[config.mk]
export PLATFORM = sky130hd
export DESIGN_NAME = dmem_access_unit
export DESIGN_NICKNAME = d
export VERILOG_FILES = /design/src/rtl/core.sv /design/src/rtl/load_formatter.sv /design/src/rtl/dmem_access_unit.sv
export SDC_FILE = /design/constraint.sdc
export NUM_CORES = 1
export LEC_CHECK = 0
export CAP_MARGIN = 0
export CORE_ASPECT_RATIO = 1.5
export CORE_MARGIN = 2
export CORE_UTILIZATION = 38
export DETAILED_ROUTE_END_ITERATION = 8
export PLACE_DENSITY = 0.86
export SYNTH_ARGS = -nofsm -noshare
export SYNTH_HDL_FRONTEND = slang
export SYNTH_HIERARCHICAL = 1
export SYNTH_SLANG_ARGS = --single-unit
[constraint.sdc]
create_clock -name clk_i -period 3.7 [get_ports clk_i]
set_input_delay 0.74 -clock clk_i [delete_from_list [all_inputs] [get_ports clk_i]]
set_output_delay 0.74 -clock clk_i [all_outputs]
set_load 0.01 [all_outputs]
[src/rtl/core.sv]
// -----------------------------------------------------------------------------
// core package (data-memory slice)
// Shared types for the execute -> data-memory path:
//   mem_op_t          memory operation encoding carried on the address bus
//   mem_cntrl_bus_t   request bundle from the address-generation stage
//   dmem_state_t      transaction state of the data-memory access unit
//   mem_width_t       access width decoded from mem_op_t
// Helper functions decode width/sign, store-ness and alignment of an op.
// -----------------------------------------------------------------------------
package core;

    localparam int XLEN        = 32;
    localparam int REG_ADDR_W  = 5;
    localparam int MEM_OP_BITS = 4;

    // The top bit of mem_op distinguishes stores from loads.
    localparam logic STORE_PRFX = 1'b1;

    typedef enum logic [MEM_OP_BITS-1:0] {
        MEM_NOP = 4'b0000,
        MEM_LB  = 4'b0001,
        MEM_LH  = 4'b0010,
        MEM_LW  = 4'b0011,
        MEM_LBU = 4'b0100,
        MEM_LHU = 4'b0101,
        MEM_SB  = 4'b1001,
        MEM_SH  = 4'b1010,
        MEM_SW  = 4'b1011
    } mem_op_t;

    typedef struct packed {
        logic [XLEN-1:0]       addr;
        mem_op_t               mem_op;
        logic [XLEN-1:0]       w_data;
        logic [REG_ADDR_W-1:0] mem_rd;
        logic                  write_en;
        logic [XLEN-1:0]       r_data;
    } mem_cntrl_bus_t;

    typedef enum logic [1:0] {
        IDLE = 2'b00,
        REQ  = 2'b01,
        RESP = 2'b10,
        DONE = 2'b11
    } dmem_state_t;

    typedef enum logic [1:0] {
        MW_BYTE = 2'b00,
        MW_HALF = 2'b01,
        MW_WORD = 2'b10
    } mem_width_t;

    typedef struct packed {
        mem_width_t width;
        logic       sign;
    } mem_dec_t;

    // Width and signedness of a memory op; stores report signed=0.
    function automatic mem_dec_t decode_mem_op(input mem_op_t op);
        mem_dec_t dec;
        case (op)
            MEM_LB:  begin dec.width = MW_BYTE; dec.sign = 1'b1; end
            MEM_LH:  begin dec.width = MW_HALF; dec.sign = 1'b1; end
            MEM_LW:  begin dec.width = MW_WORD; dec.sign = 1'b0; end
            MEM_LBU: begin dec.width = MW_BYTE; dec.sign = 1'b0; end
            MEM_LHU: begin dec.width = MW_HALF; dec.sign = 1'b0; end
            MEM_SB:  begin dec.width = MW_BYTE; dec.sign = 1'b0; end
            MEM_SH:  begin dec.width = MW_HALF; dec.sign = 1'b0; end
            MEM_SW:  begin dec.width = MW_WORD; dec.sign = 1'b0; end
            default: begin dec.width = MW_WORD; dec.sign = 1'b0; end
        endcase
        return dec;
    endfunction

    function automatic logic is_store_op(input mem_op_t op);
        return (op[MEM_OP_BITS-1] == STORE_PRFX);
    endfunction

    // Halfwords need an even address, words a multiple of four.
    function automatic logic is_misaligned(input logic [1:0] addr_lo, input mem_width_t width);
        logic mis;
        case (width)
            MW_HALF: mis = addr_lo[0];
            MW_WORD: mis = (addr_lo != 2'b00);
            default: mis = 1'b0;
        endcase
        return mis;
    endfunction

endpackage

[src/rtl/load_formatter.sv]
// -----------------------------------------------------------------------------
// load_formatter
// Combinational load-data alignment: shifts the addressed byte lane down to
// bit 0, then keeps a byte, halfword or word and sign/zero-extends to XLEN.
//   rdata_i    raw 32-bit word returned by memory
//   addr_lo_i  byte offset of the access within the word
//   width_i    access width
//   sign_i     1 = sign-extend, 0 = zero-extend
//   result_o   value to write back
// -----------------------------------------------------------------------------
module load_formatter
    import core::*;
(
    input  logic [XLEN-1:0] rdata_i,
    input  logic [1:0]      addr_lo_i,
    input  mem_width_t      width_i,
    input  logic            sign_i,
    output logic [XLEN-1:0] result_o
);

    logic [XLEN-1:0] shifted_s;

    // Lane extraction followed by width selection and extension.
    always_comb begin
        shifted_s = rdata_i >> {addr_lo_i, 3'b000};
        result_o  = shifted_s;
        case (width_i)
            MW_BYTE: result_o = {{(XLEN-8){sign_i & shifted_s[7]}}, shifted_s[7:0]};
            MW_HALF: result_o = {{(XLEN-16){sign_i & shifted_s[15]}}, shifted_s[15:0]};
            MW_WORD: result_o = shifted_s;
            default: result_o = shifted_s;
        endcase
    end

endmodule

[src/rtl/dmem_access_unit.sv]
// -----------------------------------------------------------------------------
// dmem_access_unit
// Data-memory access stage. Takes one request from the address stage, runs a
// single request/grant/response transaction on the data-memory port, aligns
// store lanes, formats load data for writeback and stalls the pipeline while
// the access is in flight. Misaligned accesses are flagged, never issued.
//   clk_i, rst_ni          clock, asynchronous active-low reset
//   mem_bus_i              request (addr, mem_op, w_data, mem_rd used)
//   dmem_req_o/we/addr/be/wdata  memory request port (registered)
//   dmem_gnt_i             request accepted
//   dmem_rvalid_i/rdata_i  read response
//   stall_o                upstream must hold mem_bus_i
//   wb_valid_o/rd/data     load writeback, one-cycle pulse
//   store_done_o           store retired, one-cycle pulse
//   misaligned_o/fault_addr_o  misaligned access report (same cycle)
// -----------------------------------------------------------------------------
module dmem_access_unit
    import core::*;
(
    input  logic                  clk_i,
    input  logic                  rst_ni,
    input  mem_cntrl_bus_t        mem_bus_i,
    output logic                  dmem_req_o,
    output logic                  dmem_we_o,
    output logic [XLEN-1:0]       dmem_addr_o,
    output logic [3:0]            dmem_be_o,
    output logic [XLEN-1:0]       dmem_wdata_o,
    input  logic                  dmem_gnt_i,
    input  logic                  dmem_rvalid_i,
    input  logic [XLEN-1:0]       dmem_rdata_i,
    output logic                  stall_o,
    output logic                  wb_valid_o,
    output logic [REG_ADDR_W-1:0] wb_rd_o,
    output logic [XLEN-1:0]       wb_data_o,
    output logic                  store_done_o,
    output logic                  misaligned_o,
    output logic [XLEN-1:0]       fault_addr_o
);

    dmem_state_t           state_q,      state_d;
    logic                  req_q,        req_d;
    logic                  we_q,         we_d;
    logic [XLEN-1:0]       addr_q,       addr_d;
    logic [1:0]            addr_lo_q,    addr_lo_d;
    logic [3:0]            be_q,         be_d;
    logic [XLEN-1:0]       wdata_q,      wdata_d;
    mem_width_t            width_q,      width_d;
    logic                  sign_q,       sign_d;
    logic [REG_ADDR_W-1:0] rd_q,         rd_d;
    logic                  wb_valid_q,   wb_valid_d;
    logic [REG_ADDR_W-1:0] wb_rd_q,      wb_rd_d;
    logic [XLEN-1:0]       wb_data_q,    wb_data_d;
    logic                  store_done_q, store_done_d;

    mem_dec_t        dec_s;
    logic            req_present_s;
    logic            req_store_s;
    logic            req_misal_s;
    logic [XLEN-1:0] fmt_s;
    logic            unused_bus_s;

    // write_en and r_data ride along on the bus but play no part here.
    assign unused_bus_s = ^{mem_bus_i.write_en, mem_bus_i.r_data};

    load_formatter u_load_formatter (
        .rdata_i   (dmem_rdata_i),
        .addr_lo_i (addr_lo_q),
        .width_i   (width_q),
        .sign_i    (sign_q),
        .result_o  (fmt_s)
    );

    // Decode of the incoming request.
    always_comb begin
        dec_s         = decode_mem_op(mem_bus_i.mem_op);
        req_present_s = (mem_bus_i.mem_op != MEM_NOP);
        req_store_s   = is_store_op(mem_bus_i.mem_op);
        req_misal_s   = req_present_s && is_misaligned(mem_bus_i.addr[1:0], dec_s.width);
    end

    // Next-state and next-register logic of the transaction FSM.
    always_comb begin
        state_d      = state_q;
        req_d        = 1'b0;
        we_d         = we_q;
        addr_d       = addr_q;
        addr_lo_d    = addr_lo_q;
        be_d         = be_q;
        wdata_d      = wdata_q;
        width_d      = width_q;
        sign_d       = sign_q;
        rd_d         = rd_q;
        wb_valid_d   = 1'b0;
        wb_rd_d      = wb_rd_q;
        wb_data_d    = wb_data_q;
        store_done_d = 1'b0;
        case (state_q)
            IDLE: begin
                if (req_present_s && !req_misal_s) begin
                    state_d   = REQ;
                    req_d     = 1'b1;
                    we_d      = req_store_s;
                    addr_d    = {mem_bus_i.addr[XLEN-1:2], 2'b00};
                    addr_lo_d = mem_bus_i.addr[1:0];
                    width_d   = dec_s.width;
                    sign_d    = dec_s.sign;
                    rd_d      = mem_bus_i.mem_rd;
                    if (req_store_s) begin
                        case (dec_s.width)
                            MW_BYTE: begin
                                be_d    = 4'b0001 << mem_bus_i.addr[1:0];
                                wdata_d = {4{mem_bus_i.w_data[7:0]}};
                            end
                            MW_HALF: begin
                                be_d    = mem_bus_i.addr[1] ? 4'b1100 : 4'b0011;
                                wdata_d = {2{mem_bus_i.w_data[15:0]}};
                            end
                            default: begin
                                be_d    = 4'b1111;
                                wdata_d = mem_bus_i.w_data;
                            end
                        endcase
                    end else begin
                        be_d    = 4'b1111;
                        wdata_d = {XLEN{1'b0}};
                    end
                end else begin
                    state_d = IDLE;
                end
            end
            REQ: begin
                if (dmem_gnt_i) begin
                    if (we_q) begin
                        state_d      = DONE;
                        store_done_d = 1'b1;
                    end else begin
                        state_d = RESP;
                    end
                end else begin
                    req_d = 1'b1;
                end
            end
            RESP: begin
                if (dmem_rvalid_i) begin
                    state_d    = DONE;
                    wb_valid_d = 1'b1;
                    wb_rd_d    = rd_q;
                    wb_data_d  = fmt_s;
                end else begin
                    state_d = RESP;
                end
            end
            DONE: begin
                state_d = IDLE;
            end
            default: begin
                state_d = IDLE;
            end
        endcase
    end

    // State and output registers.
    always_ff @(posedge clk_i or negedge rst_ni) begin
        if (!rst_ni) begin
            state_q      <= IDLE;
            req_q        <= 1'b0;
            we_q         <= 1'b0;
            addr_q       <= {XLEN{1'b0}};
            addr_lo_q    <= 2'b00;
            be_q         <= 4'b0000;
            wdata_q      <= {XLEN{1'b0}};
            width_q      <= MW_BYTE;
            sign_q       <= 1'b0;
            rd_q         <= {REG_ADDR_W{1'b0}};
            wb_valid_q   <= 1'b0;
            wb_rd_q      <= {REG_ADDR_W{1'b0}};
            wb_data_q    <= {XLEN{1'b0}};
            store_done_q <= 1'b0;
        end else begin
            state_q      <= state_d;
            req_q        <= req_d;
            we_q         <= we_d;
            addr_q       <= addr_d;
            addr_lo_q    <= addr_lo_d;
            be_q         <= be_d;
            wdata_q      <= wdata_d;
            width_q      <= width_d;
            sign_q       <= sign_d;
            rd_q         <= rd_d;
            wb_valid_q   <= wb_valid_d;
            wb_rd_q      <= wb_rd_d;
            wb_data_q    <= wb_data_d;
            store_done_q <= store_done_d;
        end
    end

    // Stall and misalignment react to the bus in the same cycle; the
    // misalignment report is held at zero while reset is asserted.
    always_comb begin
        stall_o      = (state_q == REQ) || (state_q == RESP) ||
                       ((state_q == IDLE) && req_present_s && !req_misal_s);
        misaligned_o = rst_ni && (state_q == IDLE) && req_misal_s;
        if (misaligned_o) begin
            fault_addr_o = mem_bus_i.addr;
        end else begin
            fault_addr_o = {XLEN{1'b0}};
        end
    end

    assign dmem_req_o   = req_q;
    assign dmem_we_o    = we_q;
    assign dmem_addr_o  = addr_q;
    assign dmem_be_o    = be_q;
    assign dmem_wdata_o = wdata_q;
    assign wb_valid_o   = wb_valid_q;
    assign wb_rd_o      = wb_rd_q;
    assign wb_data_o    = wb_data_q;
    assign store_done_o = store_done_q;

endmodule

==> run metrics <==
global route overflow 0; P per Cell Area roughly 800 mW/mm²; Buf/Inv on CP 7; Root Driver clkbuf_16; pin slew with the least headroom to its limit 0.905 ns; FMAX approximately 0.27 GHz; final worst-path cycle share 0.988; remaining antenna violation count 0; top cells by area, synth dfrtp_1, mux2_2, mux2_4, mux2i_1, and2_1; clk_skew around 0.0085 ns; worst-path cell chain buf_4 -> inv_4 -> ha_4 -> nor2b_4 -> a31oi_4 -> inv_2 -> ha_4 -> o211a_1 -> o2111a_2 -> buf_6 -> buf_12 -> buf_16 -> and2_1 -> buf_2; prevailing post-synth register cell dfrtp_1; total die area between 0.015 and 0.02 mm²; setup tns final 0 ns; largest net degree at the start of global routing 64; Setup crit start kind input pin; H-tree depth 4; chip height 163 µm; Syn Std Cell Area around 0.0064 mm²; R2R Path End dmem_addr_o[5]; Crit. Startpoint mem_bus_i[70]; max-cap check violation count 0; fin nets ~950; Slew Viols, Final 0; PortBufs about 250; most frequent cells in the layout clkdlybuf4s50_1, dfrtp_1, mux2_2; Tmin final between 3 and 4 ns; final worst slack approximately 0.044 ns; Final Hold Vio Count 0; Worst path top cell family by delay buffers and inverters; asr flop ratio synth 1.00; Post-route DRC 0; Setup WS pre-CTS -0.834 ns; Wirelength per Cell 19.0 µm; Synth cell types 49; top-area cell type share of the netlist area 0.466; Post-synth EDFFs 0; Crit-path slowest cell o2111a_2; CTS buffer count 17; Ys Warns 6; Initial Utilization 0.384; starting DRC count in detailed routing between 200 and 300; setup violators final 0; Inserted Diodes 0; WL final 19400 µm; critical path's largest stage delay between 0.3 and 0.4 ns; crit-path max FO 5; crit path capture fault_addr_o[24]; Leak Pwr approximately 0.0044 µW; I/O pin total between 200 and 300; fill cell total of the finished layout 1353; P&R area growth vs syn 54.8%; first-pass GRT wire length 29600 µm; Placer Congestion around 0.81; Worst EP required 2.96 ns; hold_sp dmem_wdata_o[9]; synthesized netlist cell count around 530; Worst IR Drop VDD 0.000474 V; Slew Limit Headroom 0.395; commonest non-fill, non-tap cell in the layout clkdlybuf4s50_1; register area share after synthesis 0.466; initial antenna violation count 0; layout cells sized above 1 0.309; most frequent CP cell ha_4; flop-to-flop setup slack ~1.3 ns; Avg Inst Size Synth 12.0 µm²; drt pass-1 iters 5; Arrival @ worst endpoint roughly 3 ns; Worst-path clk slew approximately 0.060 ns; Seq cells post-synth between 100 and 150; Yosys top cell by area dfrtp_1; area of the core 0.0166 mm²; Worst R2R Path Depth 6; dpl hpwl approximately 14000 µm; Rows 58; number of global-route vias before repair 5505; Die W 110 µm; via/cell ratio 5.17; RR Startpoint state_q[0]; crit path kind in -> out; CP Depth 14; CTS tree built; total track usage 0.221; Sink Count 119; status finished, final reports clean; worst skew pair latency ~0.4 ns; via count 5280; worst-case clock buffer depth 2; Hold Crit Class reg -> reg; CP Capture Type output pin; RSZ-0062 raised after global routing yes
cell usage after synthesis (2+ instances only):
| cell | number |
|---|---|
| dfrtp_1 | 119 |
| mux2_2 | 68 |
| and2_1 | 33 |
| a21oi_1 | 31 |
| mux2_4 | 31 |
| mux2i_1 | 24 |
| clkbuf_1 | 19 |
| a22oi_1 | 17 |
| inv_1 | 17 |
| or3b_2 | 17 |
| o21ai_0 | 15 |
| nand2_1 | 14 |
| nor2b_1 | 11 |
| buf_6 | 10 |
| ha_1 | 9 |
| o2bb2ai_1 | 8 |
| o31ai_1 | 8 |
| o41ai_1 | 8 |
| a211oi_1 | 7 |
| a21boi_0 | 7 |
| o22ai_1 | 7 |
| buf_2 | 6 |
| or2_2 | 6 |
| buf_4 | 5 |
| nand2b_1 | 5 |
| buf_1 | 3 |
| nor2_1 | 3 |
| and3_1 | 2 |
| o21a_1 | 2 |
| o22ai_2 | 2 |
| or2_1 | 2 |
sequential cells by signal, indices dropped and copies added (netlist names), 4 cells and up:
| register | flops |
|---|---|
| rd_q | 5 |
| wb_rd_o | 5 |
| dmem_be_o | 4 |
| dmem_addr_o | 30 |
| wb_data_o | 32 |
| dmem_wdata_o | 32 |
kinds of logic after synthesis:
family                     count (synthesis)  synth area share
muxes                                    124             0.233
DFF                                      119             0.466
AOI/OAI and AO/OA                        118             0.129
and+or+nand+nor                          100            0.0998
buffers and inverters                     62            0.0523
adders and majority gates                  9            0.0176
other                                      1          0.000587
xor gates and xnor gates                   1           0.00137
cell type report:
type	instances	area (µm²)	area share
well taps	210	263	0.0266
clock inverters	12	176	0.0179
repair buffers	287	2750	0.279
inverters	19	76.3	0.00773
multi-input cells	354	3190	0.322
clock buffers	20	447	0.0452
flip-flops and latches	119	2980	0.301
power by group:
group / switching, µW / internal [µW]
combinational: 1590 / 2210
clock: 606 / 1140
sequential: 382 / 1920
routing by layer:
| layer | global-route usage | share of wire |
|---|---|---|
| met2 | 0.382 | 0.54 |
| met5 | 0 | 0 |
| met4 | 0.0949 | 0.023 |
| met1 | 0.251 | 0.38 |
| met3 | 0.0584 | 0.058 |
through the flow:
stage	cells	total power [µW]	hold slack (ns)	utilization	cell area (µm²)
2_1_floorplan	535	4370	0.444	-	6390
3_3_place_gp	980	5990	0.476	0.549	9130
3_5_place_dp	980	6090	0.483	0.549	9130
4_1_cts	1021	7930	0.501	0.595	9880
5_1_grt	1021	8300	0.522	0.594	9880
6_report	1021	7850	0.498	0.594	9880
how the worst min path moves through the flow:
stage / cells after the start / to / slack [ns]
after floorplan: 0 / addr_lo_q[0] / 0.44
after global placement: 2 / dmem_wdata_o[10] / 0.48
after detailed placement: 2 / dmem_wdata_o[9] / 0.48
after CTS: 2 / dmem_wdata_o[9] / 0.50
after global routing: 2 / dmem_wdata_o[15] / 0.52
final: 2 / dmem_wdata_o[9] / 0.50
worst min-delay path: stages (launching register included):
cell     delay [ns]
dfrtp_1        0.34
o41ai_1        0.07
o31ai_1        0.05
repair_timing:
item	CTS	global route
pin swaps	6	4
endpoints found under the setup margin	34	17
buffers inserted	8	1
hold endpoints to repair	0	0
gates cloned	3	0
gates resized for setup	165	8
hold buffers	0	0
No activity file was read; power rests on OpenSTA's default activity.
